File: src/rtl/sync_fifo_param.sv
// ---------------------------------------------------------------------------
// sync_fifo_param
//
// Parametrised single-clock FIFO used as the standard elastic buffer between
// same-clock producer/consumer blocks. Provides an occupancy count,
// programmable almost-full / almost-empty thresholds, one-cycle
// overflow / underflow error pulses and a defined read-and-write-when-full
// behaviour (both accepted, the new word lands in the slot just vacated).
//
// Optional feature macro: SYNC_FIFO_FWFT_EN
//   undefined : registered read, data_out valid one cycle after an accepted
//               read and held otherwise.
//   defined   : first-word fall-through, data_out presents the head word
//               whenever the FIFO is not empty; r_en consumes it.
//
// Parameters:
//   DATA_WIDTH  width of each stored word
//   DEPTH       number of entries (power of two, >= 2)
//   AF_THRESH   almost_full  when count >= AF_THRESH (1..DEPTH)
//   AE_THRESH   almost_empty when count <= AE_THRESH (0..DEPTH-1)
//
// Ports:
//   clk           clock, all logic on the rising edge
//   rst           synchronous reset, active-high
//   w_en          write request
//   r_en          read request
//   data_in       write data, sampled when a write is accepted
//   data_out      read data
//   full          count == DEPTH
//   empty         count == 0
//   almost_full   count >= AF_THRESH
//   almost_empty  count <= AE_THRESH
//   count         current occupancy, 0..DEPTH
//   overflow      one-cycle pulse: write requested and rejected
//   underflow     one-cycle pulse: read requested and rejected
// ---------------------------------------------------------------------------
module sync_fifo_param #(
  parameter int DATA_WIDTH = 8,
  parameter int DEPTH      = 16,
  parameter int AF_THRESH  = 12,
  parameter int AE_THRESH  = 4
) (
  input  logic                    clk,
  input  logic                    rst,
  input  logic                    w_en,
  input  logic                    r_en,
  input  logic [DATA_WIDTH-1:0]   data_in,
  output logic [DATA_WIDTH-1:0]   data_out,
  output logic                    full,
  output logic                    empty,
  output logic                    almost_full,
  output logic                    almost_empty,
  output logic [$clog2(DEPTH):0]  count,
  output logic                    overflow,
  output logic                    underflow
);

  localparam int AW = $clog2(DEPTH);
  localparam int CW = AW + 1;

  localparam logic [CW-1:0] DEPTH_C = CW'(DEPTH);
  localparam logic [CW-1:0] AF_C    = CW'(AF_THRESH);
  localparam logic [CW-1:0] AE_C    = CW'(AE_THRESH);

  logic [DATA_WIDTH-1:0] mem [DEPTH];
  logic [AW-1:0]         wr_ptr;
  logic [AW-1:0]         rd_ptr;
  logic [CW-1:0]         count_q;
  logic                  rd_ok;
  logic                  wr_ok;

  // A write while full is still accepted when a read frees a slot in the
  // same cycle; a read on empty is always rejected, even alongside a write.
  assign rd_ok = r_en && (count_q != '0);
  assign wr_ok = w_en && ((count_q != DEPTH_C) || rd_ok);

  // Storage is deliberately not reset; the write is gated during reset so
  // requests in the reset cycle leave the array untouched.
  always_ff @(posedge clk) begin
    if (!rst && wr_ok) begin
      mem[wr_ptr] <= data_in;
    end
  end

  // Pointers wrap modulo DEPTH through natural overflow of AW bits; the
  // separate count register disambiguates full from empty.
  always_ff @(posedge clk) begin
    if (rst) begin
      wr_ptr    <= '0;
      rd_ptr    <= '0;
      count_q   <= '0;
      overflow  <= 1'b0;
      underflow <= 1'b0;
    end else begin
      if (wr_ok) begin
        wr_ptr <= wr_ptr + 1'b1;
      end
      if (rd_ok) begin
        rd_ptr <= rd_ptr + 1'b1;
      end
      case ({wr_ok, rd_ok})
        2'b10:   count_q <= count_q + 1'b1;
        2'b01:   count_q <= count_q - 1'b1;
        default: count_q <= count_q;
      endcase
      overflow  <= w_en && !wr_ok;
      underflow <= r_en && !rd_ok;
    end
  end

`ifdef SYNC_FIFO_FWFT_EN
  // Head word is presented directly from the array; zero while empty keeps
  // the output deterministic even though it is not meaningful then.
  assign data_out = (count_q != '0) ? mem[rd_ptr] : '0;
`else
  logic [DATA_WIDTH-1:0] data_q;

  // Registered read: on a simultaneous read/write when full, rd_ptr equals
  // wr_ptr, and the non-blocking semantics return the old word while the
  // new word overwrites the vacated slot.
  always_ff @(posedge clk) begin
    if (rst) begin
      data_q <= '0;
    end else if (rd_ok) begin
      data_q <= mem[rd_ptr];
    end
  end

  assign data_out = data_q;
`endif

  // Flags decode only the count register, so no input reaches them
  // combinationally.
  assign count        = count_q;
  assign full         = (count_q == DEPTH_C);
  assign empty        = (count_q == '0);
  assign almost_full  = (count_q >= AF_C);
  assign almost_empty = (count_q <= AE_C);

endmodule
File: config.mk
export PLATFORM = sky130hd
export DESIGN_NAME = sync_fifo_param
export DESIGN_NICKNAME = d
export VERILOG_FILES = /design/src/rtl/sync_fifo_param.sv
export SDC_FILE = /design/constraint.sdc
export NUM_CORES = 1
export LEC_CHECK = 0
export ABC_AREA = 1
export BUFFER_PORTS_ARGS = -buffer_cell sky130_fd_sc_hd__buf_2
export CORE_AREA = 2 2 111 113
export CTS_BUF_LIST = sky130_fd_sc_hd__clkbuf_2
export DETAILED_ROUTE_END_ITERATION = 8
export DIE_AREA = 0 0 113 115
export GPL_TIMING_DRIVEN = 0
export PLACE_DENSITY_LB_ADDON = 0.12
export SYNTH_ARGS = -nofsm -noshare
export SYNTH_HDL_FRONTEND = slang
export SYNTH_SLANG_ARGS = --single-unit
File: constraint.sdc
create_clock -name clk -period 1.79 [get_ports clk]
set_input_delay 0.0895 -clock clk [delete_from_list [all_inputs] [get_ports clk]]
set_output_delay 0.0895 -clock clk [all_outputs]
set_load 0.1 [all_outputs]
==> results_dict.tcl, run 1 <==
set metrics [dict create \
    antenna_left 0 \
    syn-cell-area_um2 6620 \
    clock_latency_ns 0.71 \
    dr_wl_met3_um 916 \
    vias 4786 \
    clkTransAtPathRegs_ns 0.20 \
    grt_max_degree 17 \
    cts_tree "yes" \
    relSlewSlack 0.655 \
    p_per_area_nw_per_um2 1270 \
    die_h_um 115 \
    detailroute.wirelength.met2_um 7640 \
    antenna_cells 0 \
    violations "design-rule violations, negative hold slack, negative setup slack" \
    top_layer "met4" \
    dr.pass1.iters 7 \
    cts_buffers 17 \
    holdWs_ns -0.139 \
    grt.overflow.total 0 \
    fin_crit_ns 1.94 \
    start_kind "flop" \
    cp_common_cell "nand2_1" \
    core_area_um2 11800 \
    ctsHtreeMaxLevel 4 \
    rows 40 \
    drt_iter0_markers 378 \
    grt_pass1_wl_um 24400 \
    routed_wirelength_um 15400 \
    clkSinkCount 151 \
    skew_ns 0.0274 \
    design.die.area_um2 13000 \
    detail_route.wl_per_cell_um 17.0 \
    fp.dieW_um 113 \
    syn_to_final_growth_pct 17.8 \
    yosysWarnings 0 \
    met1Wirelength_um 6440 \
    max_freq_mhz 516 \
    antenna_found_initial 0 \
    slew_viol_final 0 \
    port_buffers 30 \
    grt_pass1_vias 4644 \
    cp_cell_sequence "nor2_4 > nand3_4 > nand2_4 > inv_4 > nand2_4 > inv_4 > fa_2 > nand2_1 > nand2_1 > a21oi_2 > nand2_1 > nand2_1 > nand3_1 > nand2_1 > nor2_1" \
    drive_gt1_frac 0.186 \
    cpPeakStageDelay_ns 0.40 \
    crit_path_max_fanout 3 \
    viasPerCell 5.28 \
    setup_slack_ns -0.148 \
    rsz0062_at_grt "true" \
    synth.distinct_cells 26 \
    hold_buffers 13 \
    critPathRequiredTime_ns 2.43 \
    clockRootBuffer "clkbuf_2" \
    routabilityCongestion 0.940 \
    finalCritPeriodShare 1.08 \
    critPathKind "flop to flop" \
    nets 768 \
    dp_hpwl_um 10500 \
    syn_inst 671 \
    power_mw 9.88 \
    avgSynthCellArea_um2 9.87 \
    slowest_stage "dfxtp_4" \
    yosysSeqAreaShare 0.650 \
    initial_core_util 0.561 \
    syn_nets 692 \
    critical_path_arrival_ns 2.58 \
    leakage_nw 3.32 \
    ys_ff_latch 151 \
    clock_path_buffers 2 \
    worstSetupEndpointType "flop" \
    finalHoldViolCount 5 \
    pin_count 31 \
    setup_viol 7 \
    ir_drop_mv 0.637 \
    grt_usage 0.253 \
    cap_violations 0 \
    hp-class "input port to flop" \
    status "finished, violations left" \
    max_slew.worst_pin.slew_ns 0.517 \
    drc 2 \
]
flip-flops by register name, indices dropped and copies added (netlist names):
signal,flops
data_out,8
underflow,1
wr_ptr,4
overflow,1
rd_ptr,4
count,5
mem,128
final cells by class:
class                   count  area [um^2]
plain buffers              28          170
clock buffers              18         90.1
clock inverters            13          138
fillers                   934         4010
inverters                  94          362
multi-input cells         398         2050
flip-flops and latches    151         4320
well taps                 147          184
repair buffers             57          485
worst paths after layout:
check / startpoint / slack [ns] / endpoint / cells after the start
min reg2reg: wr_ptr[3]$_SDFFE_PP0P_ / 0.54 / wr_ptr[3]$_SDFFE_PP0P_ / 2
max reg2reg: count[0]$_SDFFE_PP0P_ / -0.15 / count[4]$_SDFFE_PP0P_ / 15
max: count[0]$_SDFFE_PP0P_ / -0.15 / count[4]$_SDFFE_PP0P_ / 15
min: w_en / -0.14 / count[4]$_SDFFE_PP0P_ / 6
worst max-delay path: cells and delay by family (launching register included):
family	cells	cell delay, ns
AND/OR/NAND/NOR	11	0.88
adder cells (fa/ha/maj)	1	0.33
AO/OA/AOI/OAI	1	0.16
buffers and inverters	2	0.09
flip-flops	1	0.40
logic make-up after synthesis:
logic type	count (synthesis)	synth area share
compound gates	26	0.0204
xor+xnor	4	0.00529
fa+ha+maj	9	0.0181
buf+inv	122	0.0790
flops	151	0.650
simple gates	359	0.227
per-stage QoR:
stage                util  worst slack, ns  TNS, ns  std cells  area [um^2]
CTS                 0.651           -0.152    -3.10        903         7690
detailed placement  0.604           -0.344    -2.06        848         7140
finish              0.660           -0.148   -0.293        906         7800
floorplan               -           -0.560   -68.16        671         6800
global placement    0.604           -0.263   -0.669        848         7140
global route        0.660           -0.302    -6.15        906         7800
what timing repair did:
action                     CTS  global route
hold endpoints to repair   219            33
pin swaps                   19            17
gates resized for setup     25            17
setup buffers               11             3
cloned                       0             0
setup endpoints to repair  102           140
cell usage after synthesis:
master,n,area (um^2)
nand2_2,2,12.5
nand3_2,1,10.0
nor2_4,2,22.5
o21ai_1,1,5.00
dfxtp_1,23,460
inv_1,89,334
nor3_1,2,10.0
a21oi_1,8,40.0
inv_2,3,11.3
edfxtp_1,128,3840
fa_1,1,20.0
buf_2,13,65.1
buf_6,3,33.8
nor2_2,1,6.26
a211oi_1,1,7.51
ha_1,8,100
clkinv_1,2,7.51
xor2_1,4,35.0
nand3_1,96,480
clkbuf_1,5,18.8
buf_4,7,52.6
o21ai_0,15,75.1
nand2_1,194,728
nor2_1,60,225
nand2_4,1,11.3
o21bai_1,1,7.51
cell usage in the layout (no fill, tap or decap), types with 7 or more instances in the layout:
cell           netlist  layout
edfxtp_1           128     128
buf_4                7      19
nor2_1              60      44
o21ai_0             15      15
dlygate4sd3_1        0      12
inv_1               89      86
buf_2               13      35
nor2_4               2      19
buf_6                3       7
clkbuf_2             0      18
nand2_1            194     189
a21oi_1              8       7
nand3_1             96      93
dfxtp_1             23      18
metal layers:
layer	GRT usage	vias to the layer above
met4	0.110	0
met2	0.421	163
li1	-	2323
met1	0.329	2264
met3	0.0485	36
met5	0	-
power breakdown:
| group | internal, mW | total (mW) | switching (mW) |
|---|---|---|---|
| Sequential | 3.99 | 4.09 | 0.109 |
| Clock | 0.746 | 1.90 | 1.15 |
| Combinational | 1.14 | 3.89 | 2.75 |
Note: power is estimated with default switching activity, not from simulation.
==> inputs of run 2 (changes only) <==
--- a/config.mk
+++ b/config.mk
@@ -7,12 +7,14 @@
 export LEC_CHECK = 0
 export ABC_AREA = 1
 export BUFFER_PORTS_ARGS = -buffer_cell sky130_fd_sc_hd__buf_2
+export CAP_MARGIN = 20
 export CORE_AREA = 2 2 111 113
 export CTS_BUF_LIST = sky130_fd_sc_hd__clkbuf_2
 export DETAILED_ROUTE_END_ITERATION = 8
 export DIE_AREA = 0 0 113 115
 export GPL_TIMING_DRIVEN = 0
 export PLACE_DENSITY_LB_ADDON = 0.12
+export RECOVER_POWER = 100
 export SYNTH_ARGS = -nofsm -noshare
 export SYNTH_HDL_FRONTEND = slang
 export SYNTH_SLANG_ARGS = --single-unit
==> results_dict.tcl, run 2 (same netlist as run 1, synthesis figures left out) <==
set metrics [dict create \
    cpPeakStageDelay_ns 0.40 \
    grt_usage 0.253 \
    port_buffers 30 \
    hp-start "w_en" \
    max_slew.worst_pin.slew_ns 0.994 \
    slowest_stage "dfxtp_4" \
    cap_violations 0 \
    ctsHtreeMaxLevel 4 \
    hold_path_depth 6 \
    routabilityCongestion 0.940 \
    crit_path_max_fanout 3 \
    nets 768 \
    setup_slack_ns -0.146 \
    drt_iter0_markers 365 \
    layout_commonest_cell "nand2_1" \
    routed_wirelength_um 15500 \
    rrSetupSlack_ns -0.15 \
    slew_viol_final 0 \
    antenna_found_initial 0 \
    worstSetupEndpointType "flop" \
    antenna_cells 0 \
    drc 2 \
    largest_reg_flops 128 \
    p_per_area_nw_per_um2 1270 \
    layout_common_cells "nand2_1 (189), edfxtp_1 (128), nand3_1 (93)" \
    max_freq_mhz 517 \
    grt_max_degree 17 \
    design.die.area_um2 13000 \
    hp-class "input port to flop" \
    holdPathEnd "count[4]$_SDFFE_PP0P_" \
    hold_buffers 13 \
    cts_buffers 17 \
    cp_cell_sequence "nor2_4 > nand3_4 > nand2_4 > inv_4 > nand2_4 > inv_4 > fa_2 > nand2_1 > nand2_1 > a21oi_2 > nand2_1 > nand2_1 > nand3_1 > nand2_1 > nor2_1" \
    finish.utilization 0.659 \
    leakage_nw 3.29 \
    dr.pass1.iters 7 \
    dp_hpwl_um 10500 \
    syn_to_final_growth_pct 17.5 \
    clkTransAtPathRegs_ns 0.20 \
    reg2regPathDepth 15 \
    rsz0062_at_grt "true" \
    skew_ns 0.0251 \
    startpoint "count[0]$_SDFFE_PP0P_" \
    grt_pass1_vias 4644 \
    ir_drop_mv 0.639 \
    pin_count 31 \
    viasPerCell 5.31 \
    cp_common_cell "nand2_1" \
    grt_pass1_wl_um 24400 \
    critPathBufInv 2 \
    initial_core_util 0.561 \
    cpLargestDelayFamily "simple AND/OR/NAND/NOR gates" \
    fin_crit_ns 1.94 \
    largest-register "mem" \
    clockRootBuffer "clkbuf_2" \
    timing.rr.start "count[0]$_SDFFE_PP0P_" \
    clock_path_buffers 2 \
    start_kind "flop" \
    detail_route.wl_per_cell_um 17.2 \
    grt.overflow.total 0 \
    core_area_um2 11800 \
    finalHoldViolCount 5 \
    rows 40 \
    critical_path_arrival_ns 2.57 \
    clkSinkCount 151 \
    violations "design-rule violations, negative hold slack, negative setup slack" \
    setup_viol 9 \
    critPathRequiredTime_ns 2.43 \
    vias 4807 \
    drive_gt1_frac 0.174 \
    critPathKind "flop to flop" \
    reg2reg_to "count[4]$_SDFFE_PP0P_" \
    clock_latency_ns 0.71 \
    fp.dieW_um 113 \
    holdWs_ns -0.138 \
    relSlewSlack 0.337 \
    antenna_left 0 \
    finalCritPeriodShare 1.08 \
    die_h_um 115 \
    cts_tree "yes" \
    status "finished, violations left" \
]
[run 2: how the worst max path moves through the flow]
| stage | endpoint | depth (start not counted) |
|---|---|---|
| after floorplan | mem[0][0]$_DFFE_PP_ | 8 |
| after global placement | count[4]$_SDFFE_PP0P_ | 15 |
| after detailed placement | count[4]$_SDFFE_PP0P_ | 15 |
| after CTS | count[4]$_SDFFE_PP0P_ | 15 |
| after global routing | count[4]$_SDFFE_PP0P_ | 15 |
| final | count[4]$_SDFFE_PP0P_ | 15 |
[run 2: worst register-to-register path, stage by stage (launching register included)]
cell and delay [ns]:
dfxtp_4 0.40, nor2_4 0.15, nand3_4 0.11, nand2_4 0.09, inv_4 0.04, nand2_4 0.06
inv_4 0.05, fa_2 0.33, nand2_1 0.07, nand2_1 0.06, a21oi_2 0.16, nand2_1 0.09
nand2_1 0.08, nand3_1 0.07, nand2_1 0.06, nor2_1 0.04
[run 2: through the flow]
stage	TNS, ns	instance area, um^2	total power, mW	cells	setup slack, ns
CTS	-3.10	7690	9.75	903	-0.152
finish	-0.299	7780	9.88	906	-0.146
detailed placement	-2.06	7140	7.57	848	-0.344
global route	-6.38	7780	10.4	906	-0.302
global placement	-0.669	7140	7.49	848	-0.263
floorplan	-68.16	6800	6.81	671	-0.560
[run 2: power by group]
part           total, mW  switching [mW]  internal (mW)
sequential          4.10           0.110           3.99
combinational       3.88            2.76           1.12
clock               1.90            1.16          0.746
total               9.88            4.03           5.86
[run 2: timing repair]
action                                  in CTS  in global routing
buffers inserted                            11                  3
pin swaps                                   19                 17
endpoints found under the hold margin      219                 33
endpoints found under the setup margin     102                140
resized for setup                           25                 17
[run 2: layout make-up]
type                       instances  area, um^2
fill                             942        4030
tap                              147         184
clock buffer                      18        90.1
inverter                          94         362
buffer                            28         163
clock inverter                    13         138
sequential                       151        4320
timing repair buffer              57         475
multi-input combinational        398        2050
[run 2: layer usage]
metal	part of all wire	vias up	track usage
li1	-	2322	-
met1	0.42	2282	0.329
met2	0.49	166	0.421
met3	0.061	37	0.0485
met4	0.028	0	0.110
met5	0	-	0
==> inputs of run 3 (changes only) <==
--- a/config.mk
+++ b/config.mk
@@ -8,10 +8,9 @@
 export ABC_AREA = 1
 export BUFFER_PORTS_ARGS = -buffer_cell sky130_fd_sc_hd__buf_2
 export CAP_MARGIN = 20
-export CORE_AREA = 2 2 111 113
-export CTS_BUF_LIST = sky130_fd_sc_hd__clkbuf_2
+export CORE_AREA = 2 2 113 115
 export DETAILED_ROUTE_END_ITERATION = 8
-export DIE_AREA = 0 0 113 115
+export DIE_AREA = 0 0 115 117
 export GPL_TIMING_DRIVEN = 0
 export PLACE_DENSITY_LB_ADDON = 0.12
 export RECOVER_POWER = 100
==> results_dict.tcl, run 3 (same netlist as run 1, synthesis figures left out) <==
set metrics [dict create \
    antenna_found_initial 0 \
    start_kind "flop" \
    layout_commonest_cell "nand2_1" \
    clock_path_buffers 2 \
    slowest_stage "dfxtp_4" \
    worstSetupEndpointType "flop" \
    crit_path_max_fanout 8 \
    port_buffers 30 \
    cp_cell_sequence "nor2_4 > buf_4 > nand3_2 > clkinvlp_4 > nand2_2 > nand2_4 > nor2_4 > nand2_4 > nor2_4" \
    clkTransAtPathRegs_ns 0.06 \
    dp_hpwl_um 10500 \
    nFillCells 983 \
    cpPeakStageDelay_ns 0.37 \
    met1Wirelength_um 6770 \
    syn_to_final_growth_pct 19.4 \
    detail_route.wl_per_cell_um 17.2 \
    relSlewSlack 0.299 \
    core_area_um2 12300 \
    grt_max_degree 17 \
    antenna_cells 0 \
    design.die.area_um2 13500 \
    seqCellArea_um2 4320 \
    setup_viol 130 \
    nets 755 \
    fp.dieW_um 115 \
    largest_reg_flops 128 \
    cp_common_cell "nor2_4" \
    critical_path_arrival_ns 2.03 \
    critPathKind "flop to flop" \
    cts_tree "yes" \
    layout_common_cells "nand2_1 (187), edfxtp_1 (128), nand3_1 (94)" \
    grt_pass1_wl_um 22900 \
    ctsHtreeMaxLevel 4 \
    skew_ns 0.00556 \
    clockRootBuffer "clkbuf_16" \
    hp-class "input port to flop" \
    ir_drop_mv 0.802 \
    dr_wl_met3_um 700 \
    fin_cells 897 \
    rows 41 \
    largest-register "mem" \
    top_layer "met4" \
    antenna_left 0 \
    multiInputGateArea_um2 2010 \
    max_freq_mhz 515 \
    placed_cells 851 \
    pin_count 31 \
    rsz0062_at_grt "true" \
    vias 4692 \
    critPathRequiredTime_ns 1.88 \
    status "finished, violations left" \
    dr.pass1.iters 5 \
    setup_slack_ns -0.153 \
    drt_iter0_markers 441 \
    finalCritPeriodShare 1.09 \
    grt_pass1_vias 4227 \
    clock_latency_ns 0.42 \
    cap_violations 0 \
    routabilityCongestion 0.993 \
    viasPerCell 5.23 \
    die_h_um 117 \
    drive_gt1_frac 0.177 \
    max_slew.worst_pin.slew_ns 1.05 \
    finalHoldViolCount 0 \
    initial_core_util 0.538 \
    leakage_nw 3.37 \
    violations "negative setup slack" \
    grt.overflow.total 0 \
    routed_wirelength_um 15400 \
    slew_viol_final 0 \
    clkSinkCount 151 \
    post-place-ws_ns -0.326 \
    detailroute.wirelength.met2_um 7560 \
    p_per_area_nw_per_um2 1440 \
    fin_crit_ns 1.94 \
    drc 0 \
    cts_buffers 17 \
    grt_usage 0.237 \
]
==> run 3: timing repair <==
item,CTS,global route
endpoints found under the hold margin,1,0
hold buffers,1,0
pin swaps,21,14
setup buffers,11,2
resized for setup,12,8
setup endpoints to repair,84,131
==> run 3: where the power goes <==
part / internal [mW] / switching (mW)
logic: 1.02 / 2.77
registers: 3.99 / 0.116
clock network: 2.16 / 1.31
==> run 3: path summary, 6_finish.rpt <==
kind / end / slack [ns] / cells past startpoint / startpoint
worst min register to register: wr_ptr[3]$_SDFFE_PP0P_ / 0.51 / 2 / wr_ptr[3]$_SDFFE_PP0P_
worst max register to register: mem[14][0]$_DFFE_PP_ / -0.15 / 9 / count[2]$_SDFFE_PP0P_
worst min-delay path: data_out[7]$_SDFFE_PP0P_ / 0.04 / 4 / rst
worst max-delay path: mem[14][0]$_DFFE_PP_ / -0.15 / 9 / count[2]$_SDFFE_PP0P_
==> run 3: worst max-delay path, delay by kind of cell, from the launching register on <==
kind | cells | cell delay (ns)
flip-flops | 1 | 0.37
buffers and inverters | 2 | 0.23
AND/OR/NAND/NOR | 7 | 1.00
==> run 3: cell type report <==
type                    instances  area share
clock buffers                  24      0.0609
well taps                     150      0.0237
multi-input cells             398       0.254
inverters                      94      0.0457
flip-flops and latches        151       0.547
clock inverters                 8      0.0125
repair buffers                 44      0.0339
plain buffers                  28      0.0222
==> run 3: per-stage QoR <==
stage                     hold slack [ns]  cell area [um^2]  TNS (ns)  total power, mW   util
after detailed placement            0.399              7140     -2.02             7.60  0.580
after global placement              0.400              7140    -0.319             7.52  0.580
after CTS                          0.0148              7880     -9.19             11.3  0.640
after floorplan                     0.188              6800    -68.16             6.81      -
after global routing               0.0608              7910    -18.72             11.9  0.642
final                              0.0448              7910    -11.21             11.4  0.642
==> run 3: per-layer routing <==
layer  vias up  track usage
met5         -            0
met3        27       0.0499
met2       119        0.384
li1       2306            -
met1      2240        0.315
met4         0        0.100
